===== src/rtl/icache_pkg.sv =====
// rtl/icache_pkg.sv - shared types and address-field constants for the instruction cache
package icache_pkg;

  localparam int ICACHE_NSETS = 16;
  localparam int IIDX_W       = $clog2(ICACHE_NSETS);
  localparam int IBYT_W       = 2;
  localparam int ITAG_W       = 32 - IIDX_W - IBYT_W;

  // Field view of a fetch address for the default geometry.
  typedef struct packed {
    logic [ITAG_W-1:0] tag;
    logic [IIDX_W-1:0] idx;
    logic [IBYT_W-1:0] bytoff;
  } icachef_t;

  typedef enum logic {
    IDLE  = 1'b0,
    FETCH = 1'b1
  } icache_state_t;

endpackage


===== src/rtl/icache_if.sv =====
// rtl/icache_if.sv - fetch-side and memory-controller-side signals of the instruction cache
interface icache_if;

  // datapath fetch side
  logic        imemREN;
  logic [31:0] imemaddr;
  logic        ihit;
  logic [31:0] imemload;

  // memory controller side
  logic        iREN;
  logic [31:0] iaddr;
  logic        iwait;
  logic [31:0] iload;

  modport slave (
    input  imemREN, imemaddr, iwait, iload,
    output ihit, imemload, iREN, iaddr
  );

  modport master (
    output imemREN, imemaddr, iwait, iload,
    input  ihit, imemload, iREN, iaddr
  );

endinterface


===== src/rtl/icache.sv =====
// rtl/icache.sv - direct-mapped read-only instruction cache with one-word miss fill
module icache
  import icache_pkg::*;
#(
  parameter int NSETS = ICACHE_NSETS,
  parameter int CNT_W = 32
) (
  input  logic             CLK,
  input  logic             nRST,
  icache_if.slave          bus,
  output logic [CNT_W-1:0] hit_cnt,
  output logic [CNT_W-1:0] miss_cnt
);

  localparam int IDX_W = $clog2(NSETS);
  localparam int TAG_W = 30 - IDX_W;

  icache_state_t state, next_state;

  logic [NSETS-1:0] valid;
  logic [TAG_W-1:0] tag_arr  [NSETS];
  logic [31:0]      data_arr [NSETS];
  logic [31:0]      miss_addr;

  logic [IDX_W-1:0] req_idx, fill_idx;
  logic [TAG_W-1:0] req_tag, fill_tag;
  logic             lookup_hit, hit, miss, fill;
  logic             unused_bits;

  assign req_idx  = bus.imemaddr[IDX_W+1:2];
  assign req_tag  = bus.imemaddr[31:IDX_W+2];
  assign fill_idx = miss_addr[IDX_W+1:2];
  assign fill_tag = miss_addr[31:IDX_W+2];

  // Byte offsets carry no information for word fetches.
  assign unused_bits = ^{bus.imemaddr[1:0], miss_addr[1:0]};

  assign lookup_hit = valid[req_idx] && (tag_arr[req_idx] == req_tag);
  assign hit        = (state == IDLE) && bus.imemREN && lookup_hit;
  assign miss       = (state == IDLE) && bus.imemREN && !lookup_hit;
  // A fill completes whenever the controller answers, even if the fetch was redirected.
  assign fill       = (state == FETCH) && !bus.iwait;

  // State register: reset drops any outstanding fill immediately.
  always_ff @(posedge CLK or negedge nRST) begin
    if (!nRST) state <= IDLE;
    else       state <= next_state;
  end

  // Next-state: leave IDLE on a miss, return once the controller delivers the word.
  always_comb begin
    next_state = state;
    case (state)
      IDLE:    if (miss) next_state = FETCH;
      FETCH:   if (fill) next_state = IDLE;
      default: next_state = IDLE;
    endcase
  end

  // Outputs: hits answer combinationally in IDLE, FETCH only drives the memory request.
  always_comb begin
    bus.ihit     = 1'b0;
    bus.imemload = '0;
    bus.iREN     = 1'b0;
    bus.iaddr    = '0;
    case (state)
      IDLE: begin
        bus.ihit     = hit;
        bus.imemload = hit ? data_arr[req_idx] : '0;
      end
      FETCH: begin
        bus.iREN  = 1'b1;
        bus.iaddr = miss_addr;
      end
      default: ;
    endcase
  end

  // Valid bits: cleared by reset, set by each completed fill.
  always_ff @(posedge CLK or negedge nRST) begin
    if (!nRST)     valid           <= '0;
    else if (fill) valid[fill_idx] <= 1'b1;
  end

  // Tag and data frames are don't-care until their valid bit is set, so no reset.
  always_ff @(posedge CLK) begin
    if (fill) begin
      tag_arr[fill_idx]  <= fill_tag;
      data_arr[fill_idx] <= bus.iload;
    end
  end

  // Miss address is captured in IDLE and held for the whole fill.
  always_ff @(posedge CLK or negedge nRST) begin
    if (!nRST)     miss_addr <= '0;
    else if (miss) miss_addr <= {bus.imemaddr[31:2], 2'b00};
  end

  // Hit counter: one count per cycle ihit is high, saturating.
  always_ff @(posedge CLK or negedge nRST) begin
    if (!nRST)                     hit_cnt <= '0;
    else if (hit && (~&hit_cnt))   hit_cnt <= hit_cnt + 1'b1;
  end

  // Miss counter: one count per fill started, saturating.
  always_ff @(posedge CLK or negedge nRST) begin
    if (!nRST)                     miss_cnt <= '0;
    else if (miss && (~&miss_cnt)) miss_cnt <= miss_cnt + 1'b1;
  end

endmodule

===== src/flat_wrapper.sv =====
// flat-port wrapper written by rule: the top's interface ports become plain ports
module icache_flat import icache_pkg::*;
#(
  parameter int NSETS = ICACHE_NSETS,
  parameter int CNT_W = 32
)
  (CLK, nRST, hit_cnt, miss_cnt, bus_imemREN, bus_imemaddr, bus_iwait, bus_iload, bus_ihit, bus_imemload, bus_iREN, bus_iaddr);
  icache_if bus_i ();
  input  logic CLK;
  input  logic nRST;
  output logic [CNT_W-1:0] hit_cnt;
  output logic [CNT_W-1:0] miss_cnt;
  input wire logic [$bits(bus_i.imemREN)-1:0] bus_imemREN;
  input wire logic [$bits(bus_i.imemaddr)-1:0] bus_imemaddr;
  input wire logic [$bits(bus_i.iwait)-1:0] bus_iwait;
  input wire logic [$bits(bus_i.iload)-1:0] bus_iload;
  output wire logic [$bits(bus_i.ihit)-1:0] bus_ihit;
  output wire logic [$bits(bus_i.imemload)-1:0] bus_imemload;
  output wire logic [$bits(bus_i.iREN)-1:0] bus_iREN;
  output wire logic [$bits(bus_i.iaddr)-1:0] bus_iaddr;
  assign bus_i.imemREN = bus_imemREN;
  assign bus_i.imemaddr = bus_imemaddr;
  assign bus_i.iwait = bus_iwait;
  assign bus_i.iload = bus_iload;
  assign bus_ihit = bus_i.ihit;
  assign bus_imemload = bus_i.imemload;
  assign bus_iREN = bus_i.iREN;
  assign bus_iaddr = bus_i.iaddr;
  icache #(.NSETS(NSETS), .CNT_W(CNT_W)) u_core (.CLK(CLK), .nRST(nRST), .bus(bus_i), .hit_cnt(hit_cnt), .miss_cnt(miss_cnt));
endmodule

===== config.mk =====
export PLATFORM = sky130hd
export DESIGN_NAME = icache_flat
export DESIGN_NICKNAME = d
export VERILOG_FILES = /design/src/rtl/icache_pkg.sv /design/src/rtl/icache_if.sv /design/src/rtl/icache.sv /design/src/flat_wrapper.sv
export SDC_FILE = /design/constraint.sdc
export NUM_CORES = 1
export LEC_CHECK = 0
export CORE_MARGIN = 4
export CORE_UTILIZATION = 38
export CTS_BUF_LIST = sky130_fd_sc_hd__clkbuf_8
export DETAILED_ROUTE_END_ITERATION = 10
export GPL_TIMING_DRIVEN = 0
export PLACE_DENSITY = 0.59
export SLEW_MARGIN = 20
export SYNTH_ARGS = -nofsm -noshare
export SYNTH_HDL_FRONTEND = slang
export SYNTH_SLANG_ARGS = --single-unit

===== constraint.sdc =====
create_clock -name CLK -period 8.19 [get_ports CLK]
set_input_delay 2.0475 -clock CLK [delete_from_list [all_inputs] [get_ports CLK]]
set_output_delay 2.0475 -clock CLK [all_outputs]
set_load 0.01 [all_outputs]

Word-level counts from Yosys, hierarchy flattened --
Memory sizes are Yosys's and may differ from the RTL's. Index checks and enable logic that the tools add are counted.
Word-level totals: register bits 111, memory bits (writable) 928, bits of input ports 68, output and inout port bits 130, word-level logic and storage cells 43, memories 2
Operators by class: add/subtract/negate cells 2, order comparisons 3, eq/ne operators 1, muxes and demuxes 14, bitwise gates (word level) 2, reductions and logical operators 14
Memory list:
- u_core.data_arr | depth 16, bits a word 32, rd ports 1, clocked after Yosys merged registers in 0, write ports 1, line icache.sv:22 | logic [31:0] data_arr [NSETS];
- u_core.tag_arr | depth 16, bits a word 26, rd ports 1, clocked after Yosys merged registers in 0, write ports 1, line icache.sv:21 | logic [TAG_W-1:0] tag_arr [NSETS];
Operator list (number):
- $mux W32 | 3
- $add A32 B1 Y32 const B | 2
- $reduce_and A32 Y1 | 2
- $eq A26 B26 Y1 | 1
- $or A16 B16 Y16 | 1
- $lt A4 B5 Y1 const B | 2
- $logic_and A1 B1 Y1 | 8
- $mux W1 | 8
- $bmux W1 S4 | 1
- $demux W1 S4 | 1
- $ge A4 B1 Y1 const B | 1
- $logic_not A1 Y1 | 4
- $pmux W1 S2 | 1
- $not A1 Y1 | 1

Longest topological paths before layout --
depth in word-level cells 7, gate-level depth with buffers 16, gate-level depth less buffers 9

Worst setup path before layout --
Ideal clock, no wire load.
path kind input-to-reg, start point in bus_iwait, end point reg u_core.valid[0], library setup time 89 ps, data arrival time 7027 ps, required time 8101 ps, setup slack 1074 ps, stages on the path 4, buffers on the path 0, cell sequence nand2b_1 or3_1 nor3_1 or2_2
On the way: word-level cells in the longest chain between the ends 2
Ends and longest elaborated chain:
- start: declaration | line flat_wrapper.sv:15 | input wire logic [$bits(bus_i.iwait)-1:0] bus_iwait;
- $logic_not A1 Y1 | line icache.sv:42 | assign fill = (state == FETCH) && !bus.iwait;
- $logic_and A1 B1 Y1 | line icache.sv:42
- end signal: assignment | line icache.sv:81 | if (!nRST) valid <= '0;
- end signal: indexed assignment | line icache.sv:82 | else if (fill) valid[fill_idx] <= 1'b1;
- end: declaration | line icache.sv:20 | logic [NSETS-1:0] valid;
No other way between the ends. A chain may end at the register's enable or synchronous reset.

Worst setup path in the final report --
start point in bus_imemaddr[5], end point out bus_imemload[0]
On the way: word-level cells in the longest chain between the ends 6, elaborated cells on any way between the ends 9, those cells by class eq/ne: 1; mux: 4; reduce/logical: 2; memory: 2
Ends and longest elaborated chain:
- start: declaration | line flat_wrapper.sv:14 | input wire logic [$bits(bus_i.imemaddr)-1:0] bus_imemaddr;
- $mem_v2 Z16 W26 or $bmux W1 S4 (tied branches)
- $eq A26 B26 Y1 or $mux W1 (tied branches) | line icache.sv:38 | assign lookup_hit = valid[req_idx] && (tag_arr[req_idx] == req_tag);
- $logic_and A1 B1 Y1 | line icache.sv:38
- $logic_and A1 B1 Y1 | line icache.sv:39 | assign hit = (state == IDLE) && bus.imemREN && lookup_hit;
- $mux W32 * | line icache.sv:69 | bus.imemload = hit ? data_arr[req_idx] : '0;
- $mux W32 * | line icache.sv:66 | case (state)
- end: declaration | line flat_wrapper.sv:18 | output wire logic [$bits(bus_i.imemload)-1:0] bus_imemload;
Mark *: on every way between the ends. The rest lies on a longest branch, timed or not. The select of a mux whose other input is x is not followed.

==> qor.txt <==
Status: finished with violations
Failing checks: setup timing
Max-slew violation count: 0
Iteration-0 DRC Markers: 2290
Total Die Area: 115000 um2
Proportion of synthesized chip area in sequential cells: 0.738
Mean number of vias per cell: 5.49
Number of setup violations in the final report: 30
Maximum net fanout on the critical path: 10
Largest cells by area after synthesis: edfxtp_1 (67%), mux4_2 (12%), dfrtp_1 (6.7%), mux2i_1 (2.5%), xnor2_1 (1.0%)
Count of cell types in the netlist: 63
First-pass GRT wire length: 166000 um
Clock Path Buffers: 3
Leakage component of the power: 17.2 nW
Post-synthesis instance area: 41500 um2
Pin count of the biggest net entering global routing: 57
Y dimension of the die: 339 um
Min Tclk post-route: 8.42 ns
Endpoint arrival time on the critical path: 6.37 ns
Post-Syn Area per Cell: 19.8 um2
Total routed wirelength: 114000 um
Period Utilization, post-route: 1.03
Final RePlAce weighted congestion: 0.866
CTS tree: built
Via count of the first global-routing pass: 23600
Total area of multi-input combinational cells: 10500 um2
Die width: 339 um
Number of enable flip-flop cells after synthesis: 928
Number of buffers inserted by hold repair at cts: 0
Biggest area consumer among synthesized cells: edfxtp_1
Sort of element at the start of the critical path: input port
Pre-CTS setup slack: -1.93 ns
Clock slew seen by the registers of the worst setup and hold paths: 0.06 ns
Half-perimeter wire length of the detailed placement result: 76500 um
Non-Filler Instances: 4116
Clock latency of the later-clocked register in the worst-skew pair: 0.85 ns
Type of element capturing the critical path: output port
Buffering stage count on the worst path with inverters included: 8
Number of optimization iterations in the first detailed-route pass: 5
CTS Root Buffer Type: clkbuf_8
Total of flip-flops plus latches after synthesis: 1039
GRT Total Usage: 0.198
Hold violation total from the final report: 0
TritonCTS Buffers: 173
Area share of the largest cell type after synthesis: 0.671
Initial antenna violation count: 10
Power per unit of standard cell area: 232 nW/um2
Grt total ovfl: 0
Clock H-tree levels: 4
Class of the most critical hold timing path: reg -> reg
Placement Rows: 121
Seq. cell area: 30600 um2
Least setup slack across all paths after layout: -0.227 ns
Commonest cells in the synthesized netlist: edfxtp_1 (928), mux4_2 (224), dfrtp_1 (111), mux2i_1 (104)
Post-Route Setup TNS: -3.04 ns
Number of vias in the routed layout: 22600
Area of the core: 109000 um2
I/O pin count: 198
Top Family by Delay on Critical Path: buffers and inverters
Number of I/O port buffers: 189
Slowest cell on the critical path: clkdlybuf4s50_1
Net count reported at finish: 2621
Headroom to the max-slew limit: 0.279
Worst clock skew: 0.0469 ns
Initial Utilization: 0.382
Antenna-violating nets left: 0
P&R area growth vs syn: 21.6%
Warnings from Yosys: 0
Count of maximum capacitance violations: 0
Peak per-stage delay on the critical path: 0.64 ns
Remaining DRCs: 0
Count of mapped cells out of synthesis: 2094
Post-placement cell count: 3787
Critical path class: in -> out
Fraction of synthesis flops using an asynchronous set or reset pin: 0.107
Core occupancy in the finished layout: 0.464
Data required, critical path: 6.14 ns
Routed len/inst: 27.8 um
Num Clock Sinks: 1039
Crit path cell chain: buf_4, buf_6, buf_4, buf_6, mux2i_1, mux2_2, nor2_1, o2111ai_1, nor4_1, nand4_1, buf_4, buf_2, buf_6, nor2b_1, clkdlybuf4s50_1
Worst hold slack: 0.463 ns
Fmax: 119 MHz
Filler cell count in the final layout: 9177
Dominant register cell in the synthesized netlist: edfxtp_1
Max VDD drop: 0.000124 V
Layout cells sized above 1: 0.273
Most common cell in the netlist: edfxtp_1
Slew @ Worst Pin: 1.08 ns
-- what timing repair did --
item                       CTS  global route
setup endpoints to repair   33            32
pin swaps                    3             5
buffers inserted             3             2
resized for setup          114            28
-- routing by layer --
layer / global-route usage / up-vias / part of all wire / wire [um]
met5: 0 / - / 0.00024 / 27
met4: 0.0647 / 4 / 0.029 / 3320
met3: 0.0431 / 215 / 0.066 / 7600
met2: 0.333 / 953 / 0.50 / 57400
met1: 0.258 / 11900 / 0.40 / 46100
li1: - / 9508 / - / -
-- registers in the layout (all words and copies together) (netlist names) --
name              count
u_core.data_arr     512
u_core.miss_addr     30
u_core.state          1
u_core.valid         16
u_core.miss_cnt      32
u_core.hit_cnt       32
u_core.tag_arr      416
-- placed cells by master, fill, tap and decap left out, drive strengths merged, types with 8 or more instances in the layout --
cell / synthesis / routed
edfxtp: 928 / 928
mux4: 224 / 224
clkbuf: 39 / 216
clkdlybuf4s50: 0 / 185
buf: 69 / 155
dfrtp: 111 / 111
mux2i: 104 / 104
clkinv: 2 / 77
inv: 6 / 65
nand2: 48 / 48
xnor2: 48 / 48
nor2: 46 / 46
nor2b: 45 / 45
mux2: 45 / 45
and2: 43 / 43
nor3: 39 / 39
xor2: 34 / 34
nand3: 29 / 29
a22oi: 28 / 28
nand4: 26 / 26
and3: 21 / 21
nand2b: 18 / 18
or2: 16 / 16
a22o: 12 / 12
nor4: 12 / 12
a21oi: 9 / 9
nor3b: 8 / 8
a221oi: 8 / 8
-- through the flow --
step | power [mW] | cell area, um2
after floorplan | 6.88 | 41500
after global placement | 7.36 | 45200
after detailed placement | 7.45 | 46800
after CTS | 11.8 | 50400
after global routing | 12.2 | 50500
final | 11.7 | 50500
-- logic make-up (layout without fill, tap and decap cells) --
kind of cell	count (synthesis)	after routing	share of synthesized area
buffers and inverters	116	717	0.0143
multiplexers	373	373	0.159
flip-flops	1039	1039	0.738
AO/OA/AOI/OAI	101	101	0.0188
other	1	8	0.0000903
adder cells (fa/ha/maj)	2	2	0.000603
AND/OR/NAND/NOR	380	380	0.0521
XOR/XNOR	82	82	0.0173
-- final cells by class --
cell class | count | area share
Sequential cell | 1039 | 0.607
Buffer | 106 | 0.0160
Multi-Input combinational cell | 940 | 0.208
Antenna cell | 6 | 0.000297
Clock buffer | 178 | 0.0485
Timing Repair Buffer | 283 | 0.0674
Tap cell | 1414 | 0.0350
Inverter | 8 | 0.000644
Clock inverter | 142 | 0.0166
-- path summary, 6_finish.rpt --
path / slack, ns / end / cells after the start / from
hold / removal: 0.46 / u_core.valid[6]$_DFFE_PN0P_ / 1 / u_core.valid[6]$_DFFE_PN0P_
setup / recovery: -0.23 / bus_imemload[0] / 15 / bus_imemaddr[5]
hold reg to reg: 0.46 / u_core.valid[6]$_DFFE_PN0P_ / 1 / u_core.valid[6]$_DFFE_PN0P_
min in group asynchronous: 1.17 / u_core.miss_addr[30]$_DFFE_PN0P_ / 1 / nRST
setup reg to reg: 4.41 / u_core.hit_cnt[28]$_DFFE_PN0P_ / 11 / u_core.tag_arr[15][16]$_DFFE_PP_
max in group asynchronous: 6.21 / u_core.hit_cnt[14]$_DFFE_PN0P_ / 2 / nRST
-- where the power goes --
part | internal [mW] | switching [mW] | total [mW]
Combinational | 0.480 | 0.563 | 1.04
Sequential | 6.10 | 0.212 | 6.31
Clock | 2.24 | 2.12 | 4.35
(Power assumes the default switching activity.)
